$ cat src/rtl/ap_ctrl_txn_probe_pkg.sv
// ap_probe_pkg: shared state, record type and constants for the ap_ctrl transaction probe
package ap_probe_pkg;
  localparam int SEQ_W = 16;
  localparam logic [15:0] CNT_SAT = 16'hFFFF;
  localparam int TS_W_DEF = 32;
  typedef enum logic [1:0] {IDLE, RUN, DRAIN, DONE} probe_state_e;
  typedef struct packed {
    logic [TS_W_DEF-1:0] start_ts;
    logic [TS_W_DEF-1:0] done_ts;
    logic [TS_W_DEF-1:0] latency;
    logic [SEQ_W-1:0]    seq;
  } probe_rec_t;
endpackage

$ cat src/rtl/ap_ctrl_txn_probe_fifo.sv
// probe_rec_fifo: synchronous record FIFO with registered full/empty and same-cycle push/pop
module probe_rec_fifo import ap_probe_pkg::*; #(
  parameter int DEPTH = 8,
  parameter type T = probe_rec_t
) (
  input  logic clock,
  input  logic reset,
  input  logic push,
  input  T     din,
  input  logic pop,
  output T     dout,
  output logic full,
  output logic empty
);
  localparam int AW = $clog2(DEPTH);
  T mem_q [DEPTH];
  logic [AW-1:0] wr_q, rd_q;
  logic [AW:0] cnt_q;
  logic do_push, do_pop;
  always_comb begin
    do_pop = pop & ~empty;
    do_push = push & (~full | do_pop);
  end
  always_ff @(posedge clock) begin
    if (reset) begin
      for (int i = 0; i < DEPTH; i++) mem_q[i] <= '0;
      wr_q <= '0;
      rd_q <= '0;
      cnt_q <= '0;
    end else begin
      if (do_push) mem_q[wr_q] <= din;
      wr_q <= wr_q + AW'(do_push);
      rd_q <= rd_q + AW'(do_pop);
      cnt_q <= cnt_q + (AW+1)'(do_push) - (AW+1)'(do_pop);
    end
  end
  assign full = cnt_q[AW];
  assign empty = cnt_q == '0;
  assign dout = mem_q[rd_q];
endmodule

$ cat src/rtl/ap_ctrl_txn_probe.sv
// ap_ctrl_txn_probe: timestamps ap_ctrl start/done handshakes and streams one record per transaction
module ap_ctrl_txn_probe import ap_probe_pkg::*; #(
  parameter int TS_W = 32,
  parameter int DEPTH = 8,
  parameter int MAX_INFLIGHT = 4
) (
  input  logic                            clock,
  input  logic                            reset,
  input  logic                            ap_start,
  input  logic                            ap_ready,
  input  logic                            ap_done,
  input  logic                            ap_continue,
  input  logic                            finish,
  output logic                            rec_valid,
  input  logic                            rec_ready,
  output logic [TS_W-1:0]                 rec_start_ts,
  output logic [TS_W-1:0]                 rec_done_ts,
  output logic [TS_W-1:0]                 rec_latency,
  output logic [SEQ_W-1:0]                rec_seq,
  output logic [15:0]                     drop_count,
  output logic [$clog2(MAX_INFLIGHT):0]   inflight,
  output logic                            err_no_start,
  output logic                            err_start_ovf,
  output logic                            finished
);
  localparam int QW = MAX_INFLIGHT > 1 ? $clog2(MAX_INFLIGHT) : 1;
  localparam int IW = $clog2(MAX_INFLIGHT) + 1;
  typedef struct packed {
    logic [TS_W-1:0]  start_ts;
    logic [TS_W-1:0]  done_ts;
    logic [TS_W-1:0]  latency;
    logic [SEQ_W-1:0] seq;
  } rec_t;
  probe_state_e state_q;
  logic [TS_W-1:0] cnt_q;
  logic [TS_W-1:0] sq_q [MAX_INFLIGHT];
  logic [QW-1:0] rd_q, wr_q, rd_d, wr_d;
  logic [IW-1:0] inflight_q;
  logic [SEQ_W-1:0] seq_q;
  logic [15:0] drop_q;
  logic err_ns_q, err_ov_q;
  logic active, s_ev, d_ev, q_empty, q_full, q_pop, q_push, rec_push, drop;
  logic fifo_pop, fifo_full, fifo_empty;
  rec_t rec_d, head;
  always_comb begin
    active = state_q == IDLE || state_q == RUN;
    s_ev = active & ap_start & ap_ready;
    d_ev = active & ap_done & ap_continue;
    q_empty = inflight_q == '0;
    q_full = inflight_q == IW'(MAX_INFLIGHT);
    q_pop = d_ev & ~q_empty;
    // an empty-queue done with a same-cycle start consumes that start directly
    q_push = s_ev & ~(d_ev & q_empty) & (~q_full | q_pop);
    rec_push = d_ev & (~q_empty | s_ev);
    fifo_pop = ~fifo_empty & rec_ready;
    drop = rec_push & fifo_full & ~fifo_pop;
    rd_d = rd_q == QW'(MAX_INFLIGHT - 1) ? '0 : rd_q + 1'b1;
    wr_d = wr_q == QW'(MAX_INFLIGHT - 1) ? '0 : wr_q + 1'b1;
    rec_d.start_ts = q_empty ? cnt_q : sq_q[rd_q];
    rec_d.done_ts = cnt_q;
    rec_d.latency = cnt_q - rec_d.start_ts;
    rec_d.seq = seq_q;
  end
  always_ff @(posedge clock) begin
    if (reset) begin
      state_q <= IDLE;
      cnt_q <= '0;
      for (int i = 0; i < MAX_INFLIGHT; i++) sq_q[i] <= '0;
      rd_q <= '0;
      wr_q <= '0;
      inflight_q <= '0;
      seq_q <= '0;
      drop_q <= '0;
      err_ns_q <= 1'b0;
      err_ov_q <= 1'b0;
    end else begin
      cnt_q <= cnt_q + 1'b1;
      if (q_push) sq_q[wr_q] <= cnt_q;
      if (d_ev) seq_q <= seq_q + 1'b1;
      if (d_ev & q_empty & ~s_ev) err_ns_q <= 1'b1;
      if (s_ev & q_full & ~d_ev) err_ov_q <= 1'b1;
      if (drop && drop_q != CNT_SAT) drop_q <= drop_q + 1'b1;
      // outstanding starts are abandoned when draining begins
      rd_q <= active & finish ? '0 : q_pop ? rd_d : rd_q;
      wr_q <= active & finish ? '0 : q_push ? wr_d : wr_q;
      inflight_q <= active & finish ? '0 : inflight_q + IW'(q_push) - IW'(q_pop);
      state_q <= active & finish ? DRAIN :
                 state_q == IDLE & s_ev ? RUN :
                 state_q == DRAIN & fifo_empty ? DONE : state_q;
    end
  end
  probe_rec_fifo #(.DEPTH(DEPTH), .T(rec_t)) u_fifo (
    .clock (clock),
    .reset (reset),
    .push  (rec_push),
    .din   (rec_d),
    .pop   (fifo_pop),
    .dout  (head),
    .full  (fifo_full),
    .empty (fifo_empty)
  );
  assign rec_valid = ~fifo_empty;
  assign rec_start_ts = head.start_ts;
  assign rec_done_ts = head.done_ts;
  assign rec_latency = head.latency;
  assign rec_seq = head.seq;
  assign drop_count = drop_q;
  assign inflight = inflight_q;
  assign err_no_start = err_ns_q;
  assign err_start_ovf = err_ov_q;
  assign finished = state_q == DONE;
endmodule

$ cat config.mk
export PLATFORM = sky130hd
export DESIGN_NAME = ap_ctrl_txn_probe
export DESIGN_NICKNAME = d
export VERILOG_FILES = /design/src/rtl/ap_ctrl_txn_probe_pkg.sv /design/src/rtl/ap_ctrl_txn_probe_fifo.sv /design/src/rtl/ap_ctrl_txn_probe.sv
export SDC_FILE = /design/constraint.sdc
export NUM_CORES = 2
export LEC_CHECK = 0
export ABC_AREA = 0
export CORE_MARGIN = 4
export CORE_UTILIZATION = 45
export CTS_BUF_LIST = sky130_fd_sc_hd__clkbuf_2
export CTS_CLUSTER_SIZE = 12
export DETAILED_ROUTE_END_ITERATION = 10
export SETUP_SLACK_MARGIN = 0.15
export SYNTH_ARGS = -nofsm -noshare
export SYNTH_HDL_FRONTEND = slang
export SYNTH_HIERARCHICAL = 1
export SYNTH_SLANG_ARGS = --single-unit
$ cat constraint.sdc
create_clock -name clock -period 10.2 [get_ports clock]
set_input_delay 3.06 -clock clock [delete_from_list [all_inputs] [get_ports clock]]
set_output_delay 3.06 -clock clock [all_outputs]
set_load 0.05 [all_outputs]
-- Word level (Yosys, flattened, before mapping)
Memories as Yosys holds them, arrays and structs flattened. A register that Yosys moved wholly into a read port is not among the register bits.
Index checks and enable logic that the tools add are counted.
- flip-flop bits (word level): 85
- memory bits (writable): 1024
- input bits: 8
- output and inout port bits: 135
- word-level logic and storage cells: 98
- memories: 2
- memory list (name ; depth ; bits a word ; rd ports ; clocked after Yosys merged registers in ; write ports ; line ; source):
    u_fifo.mem_q ; 8 ; 112 ; 1 ; 1 ; 8 ; ap_ctrl_txn_probe_fifo.sv:16 ; T mem_q [DEPTH];
    sq_q ; 4 ; 32 ; 1 ; 1 ; 4 ; ap_ctrl_txn_probe.sv:36 ; logic [TS_W-1:0] sq_q [MAX_INFLIGHT];
- $add $sub $neg: 12
- equality and inequality tests: 7
- mux-type cells: 23
- bitwise gates (word level): 31
- reduce and logical (&&, ||, !) cells: 10
- operator list (cell ; number):
    112-bit two-way mux ; 1
    112-bit OR reduction ; 1
    32-bit two-way mux ; 2
    16-bit by 1-bit adder with 16-bit output, second input constant ; 2
    32-bit by 1-bit adder with 32-bit output, second input constant ; 1
    32-bit OR reduction ; 1
    32-bit subtractor ; 1
    1-bit AND ; 20
    2-bit two-way mux ; 8
    16-bit != test, second input constant ; 1
    1-bit two-way mux ; 10
    3-bit by 1-bit adder with 3-bit output ; 3
    2-bit equality test, second input constant ; 4
    1-bit NOT ; 8
    3-bit two-way mux ; 2
    2-bit by 1-bit adder with 2-bit output, second input constant ; 2
    4-bit by 1-bit adder with 4-bit output ; 1
    4-bit logical NOT ; 1
    4-bit by 1-bit subtractor with 4-bit output ; 1
    3-bit equality test, second input constant ; 1
    3-bit logical NOT ; 1
    1-bit OR ; 3
    3-bit nonzero test ; 1
    3-bit by 1-bit subtractor with 3-bit output ; 1
    other kinds (6) ; 6

-- Longest topological paths before layout
- word-level depth: 13
- depth in mapped cells: 15

-- Hierarchy
The synthesis kept the hierarchy.
- by module, submodules not included (module ; instances ; cells an instance ; area an instance (µm²) ; seq. area each (µm²)):
    probe_rec_fifo ; 1 ; 2652 ; 39952.1 ; 27106.0
    ap_ctrl_txn_probe ; 1 ; 1001 ; 10980.5 ; 5385.2

-- Least setup slack after synthesis
OpenSTA, ideal clock, no wires.
- path kind: input to register
- from: input port ap_continue
- to: memory u_fifo/mem_q[0][0] (netlist bit), enable pin
- arrival time: 9.155 ns
- setup slack: 0.438 ns
- stages on the path: 6
- cell sequence: nand3b_1 -> a21oi_1 -> and3_1 -> inv_2 -> buf_2 -> o21bai_1
- RTL lines (item ; line ; source):
    start, declared ; ap_ctrl_txn_probe.sv:12 ; input logic ap_continue,
    end, declared ; ap_ctrl_txn_probe_fifo.sv:16 ;

==> flow_metrics.py <==
metrics = {
    "clock_network": {
        "root_buffer": "clkbuf_2",
        "postCtsSetupBuffers": 0,
        "h-tree-depth": 5,
        "cts_tree": "built",
        "ctsResizeCount": 0,
        "cts_sinks": 1111,
        "numCtsBuffers": 307,
        "clk_pin_slew_worst_paths_ns": 0.09,
        "clk_latency_ns": 1.51,
        "hold_buffers": 0,
        "clock_path_buffers": 4,
    },
    "route": {
        "wl_per_cell_microns": 23.84,
        "dr_total_vias": 30834,
        "first_pass_iters": 6,
        "via_per_inst": 5.579,
        "drc_errors": 0,
        "ant_nets": 0,
        "first_iter_violations": 2704,
        "routed_wl_mm": 131.8,
    },
    "synthesis": {
        "synth_edf_count": 1024,
        "yosysSeqAreaShare_pct": 63.79,
        "syn_nets": 3711,
        "syn_inst": 3653,
        "ys.flop_type": "edfxtp_1",
        "syn_area_sq_um": 50930,
        "ys_ff_latch": 1111,
        "synthArstFlopShare_pct": 0,
        "avgSynthCellArea_sq_um": 13.94,
        "synth_cell_types": 70,
        "yosysWarnings": 6,
    },
    "power": {
        "power_frac_comb_pct": 23.9,
        "p_switching_w": 0.003441,
        "internal_power_w": 0.007492,
        "leakagePower_nw": 19.27,
        "powerDensity_nw_per_um2": 195.5,
        "peakVddDrop_mv": 0.1889,
        "p_seq_share_pct": 47.9,
        "sw_frac_of_total_pct": 31.47,
        "power.share.clock_pct": 28.3,
    },
    "timing": {
        "setup_viol": 0,
        "fin_setup_tns_ns": 0,
        "worst_slew_pin_slew_ns": 1.255,
        "finalHoldViolCount": 0,
        "rsz0062_at_grt": "false",
        "skew_ns": 0.1372,
        "drv_slew": 0,
        "min_period_over_period_pct": 78.10,
        "slew-limit-headroom_pct": 16.36,
        "max_freq_mhz": 125.5,
        "period_minus_slack_ns": 7.966,
        "hold-worst-slack_ns": 0.4953,
    },
    "grt": {
        "grt_pass1_vias": 32092,
        "grt_pass1_wl_mm": 197.9,
        "overflow": 0,
        "antenna_found_initial": 3,
        "grt_max_degree": 141,
        "grt.total_usage_pct": 22.32,
    },
    "critical_path": {
        "crit_family": "buffers and inverters",
        "cp.arrival_ns": 4.91,
        "critPathLaunchType": "register",
        "endpoint_kind": "output port",
        "crit_slowest_cell": "dfxtp_4",
        "cp_max_fo": 96,
        "cp_slowest_stage_delay_ns": 0.86,
        "cp_cell_sequence": "buf_12 > mux4_2 > mux2_2 > clkdlybuf4s50_1",
        "cp.buffers_inverters": 2,
        "crit_type": "reg2out",
        "cp.required_ns": 7.14,
    },
    "cells_and_area": {
        "utilization_pct": 49.71,
        "nets": 3901,
        "area_growth_pct": 9.802,
        "layout_common_cells": "edfxtp_1 (1,024), nor2_1 (660), clkbuf_2 (451), nor3_1 (353), mux4_2 (256)",
        "fill_cells": 9821,
        "drive_gt1_share_pct": 23.00,
        "final_area_sq_um": 55920,
        "layout_commonest_cell": "edfxtp_1",
    },
    "floorplan": {
        "coreArea_sq_um": 112500,
        "die_w_microns": 344.4,
        "ios": 143,
        "die_area_sq_um": 118600,
        "core.rowCount": 123,
        "die_h_microns": 344.4,
        "initial_core_util_pct": 45.27,
    },
    "worst_hold_path": {
        "hp-class": "reg2reg",
    },
    "status": {
        "status": "complete, no violations",
    },
    "placed_design": {
        "routabilityCongestion": 0.8108,
        "post_dp_cell_area_sq_um": 53350,
        "post-dp-hpwl_mm": 71.69,
        "io_buffers": 142,
    },
    "run": {
        "cap_violations": 0,
    },
}
[cells by family after synthesis]
kind of cell    count (synthesis)  synth area share [%]
simple gates                 1509                 13.56
flops                        1111                 63.79
mux                           403                 14.87
buf+inv                       366                 3.434
compound gates                124                 1.526
xor+xnor                       90                 1.548
fa+ha+maj                      50                 1.273
[path summary, 6_finish.rpt]
path / end / cells after the start / start / slack (ns)
max reg2reg: u_fifo/mem_q[5][43] / 13 / register / 5.02
min: err_start_ovf / 2 / err_start_ovf / 0.50
min reg2reg: err_start_ovf / 2 / err_start_ovf / 0.50
max: rec_start_ts[26] / 4 / u_fifo/rd_q[0] / 2.23
[per-layer routing]
| metal | wire [microns] | up-vias | GRT usage (%) |
|---|---|---|---|
| met5 | 0 | - | 0 |
| met4 | 2744 | 0 | 6.677 |
| met3 | 9092 | 164 | 4.918 |
| met2 | 65130 | 1067 | 36.76 |
| met1 | 54820 | 15609 | 29.89 |
| li1 | - | 13994 | - |
[cells in the mapped netlist, drive strengths merged (49+ instances only)]
master / number / area share, %
and2: 127 / 1.6
dfxtp: 87 / 3.4
mux4: 256 / 11
nand2b: 49 / 0.60
clkbuf: 131 / 0.97
nand2: 199 / 1.5
inv: 53 / 0.39
nor3: 355 / 3.5
nor2: 661 / 4.9
mux2: 114 / 2.9
buf: 182 / 2.1
xor2: 58 / 1.0
edfxtp: 1024 / 60
[stage by stage]
stage,total power [W],instances,worst slack [ns]
2_1_floorplan,0.007303,3653,0.4385
3_3_place_gp,0.007988,5034,3.285
3_5_place_dp,0.007996,5034,3.234
4_1_cts,0.01109,5526,1.973
5_1_grt,0.01147,5527,1.911
6_report,0.01093,5527,2.234
[power groups by stage]
stage	Sequential [W]	Combinational, W	Clock, W
floorplan	0.00530	0.00200	0
global placement	0.00534	0.00265	0
detailed placement	0.00534	0.00265	0
CTS	0.00524	0.00266	0.00319
global route	0.00526	0.00276	0.00345
finish	0.00523	0.00261	0.00309
[sequential cells by signal, indices dropped and copies added (netlist names), named ones only]
register / count
rd_q: 2
sq_q: 128
u_fifo/wr_q: 3
cnt_q: 32
err_no_start: 1
inflight: 3
u_fifo/mem_q: 896
u_fifo/cnt_q: 4
state_q: 2
drop_count: 16
wr_q: 2
seq_q: 16
err_start_ovf: 1
u_fifo/rd_q: 3
[final cells by class]
type                    instances  area, sq um  share of cell area [%]
inverters                      53        206.4                  0.3692
diodes                          1        2.502                0.004475
multi-input cells            2176        16830                   30.09
repair buffers                194         1934                   3.459
clock buffers                 451         2257                   4.036
flip-flops and latches       1111        32500                   58.12
well taps                    1500         1877                   3.356
clock inverters                41        314.1                  0.5616
[worst reg2reg max path: stages (launching register included)]
cell       delay, ns
dfxtp_2         0.32
buf_4           0.57
mux4_2          0.59
mux2i_1         0.51
ha_1            0.41
a21oi_1         0.23
and2_1          0.18
a21oi_1         0.13
o2111ai_1       0.35
o211ai_1        0.33
a21o_1          0.27
a311oi_1        0.71
nand2_1         0.25
nor2_1          0.14
Note: power is estimated with default switching activity, not from simulation.
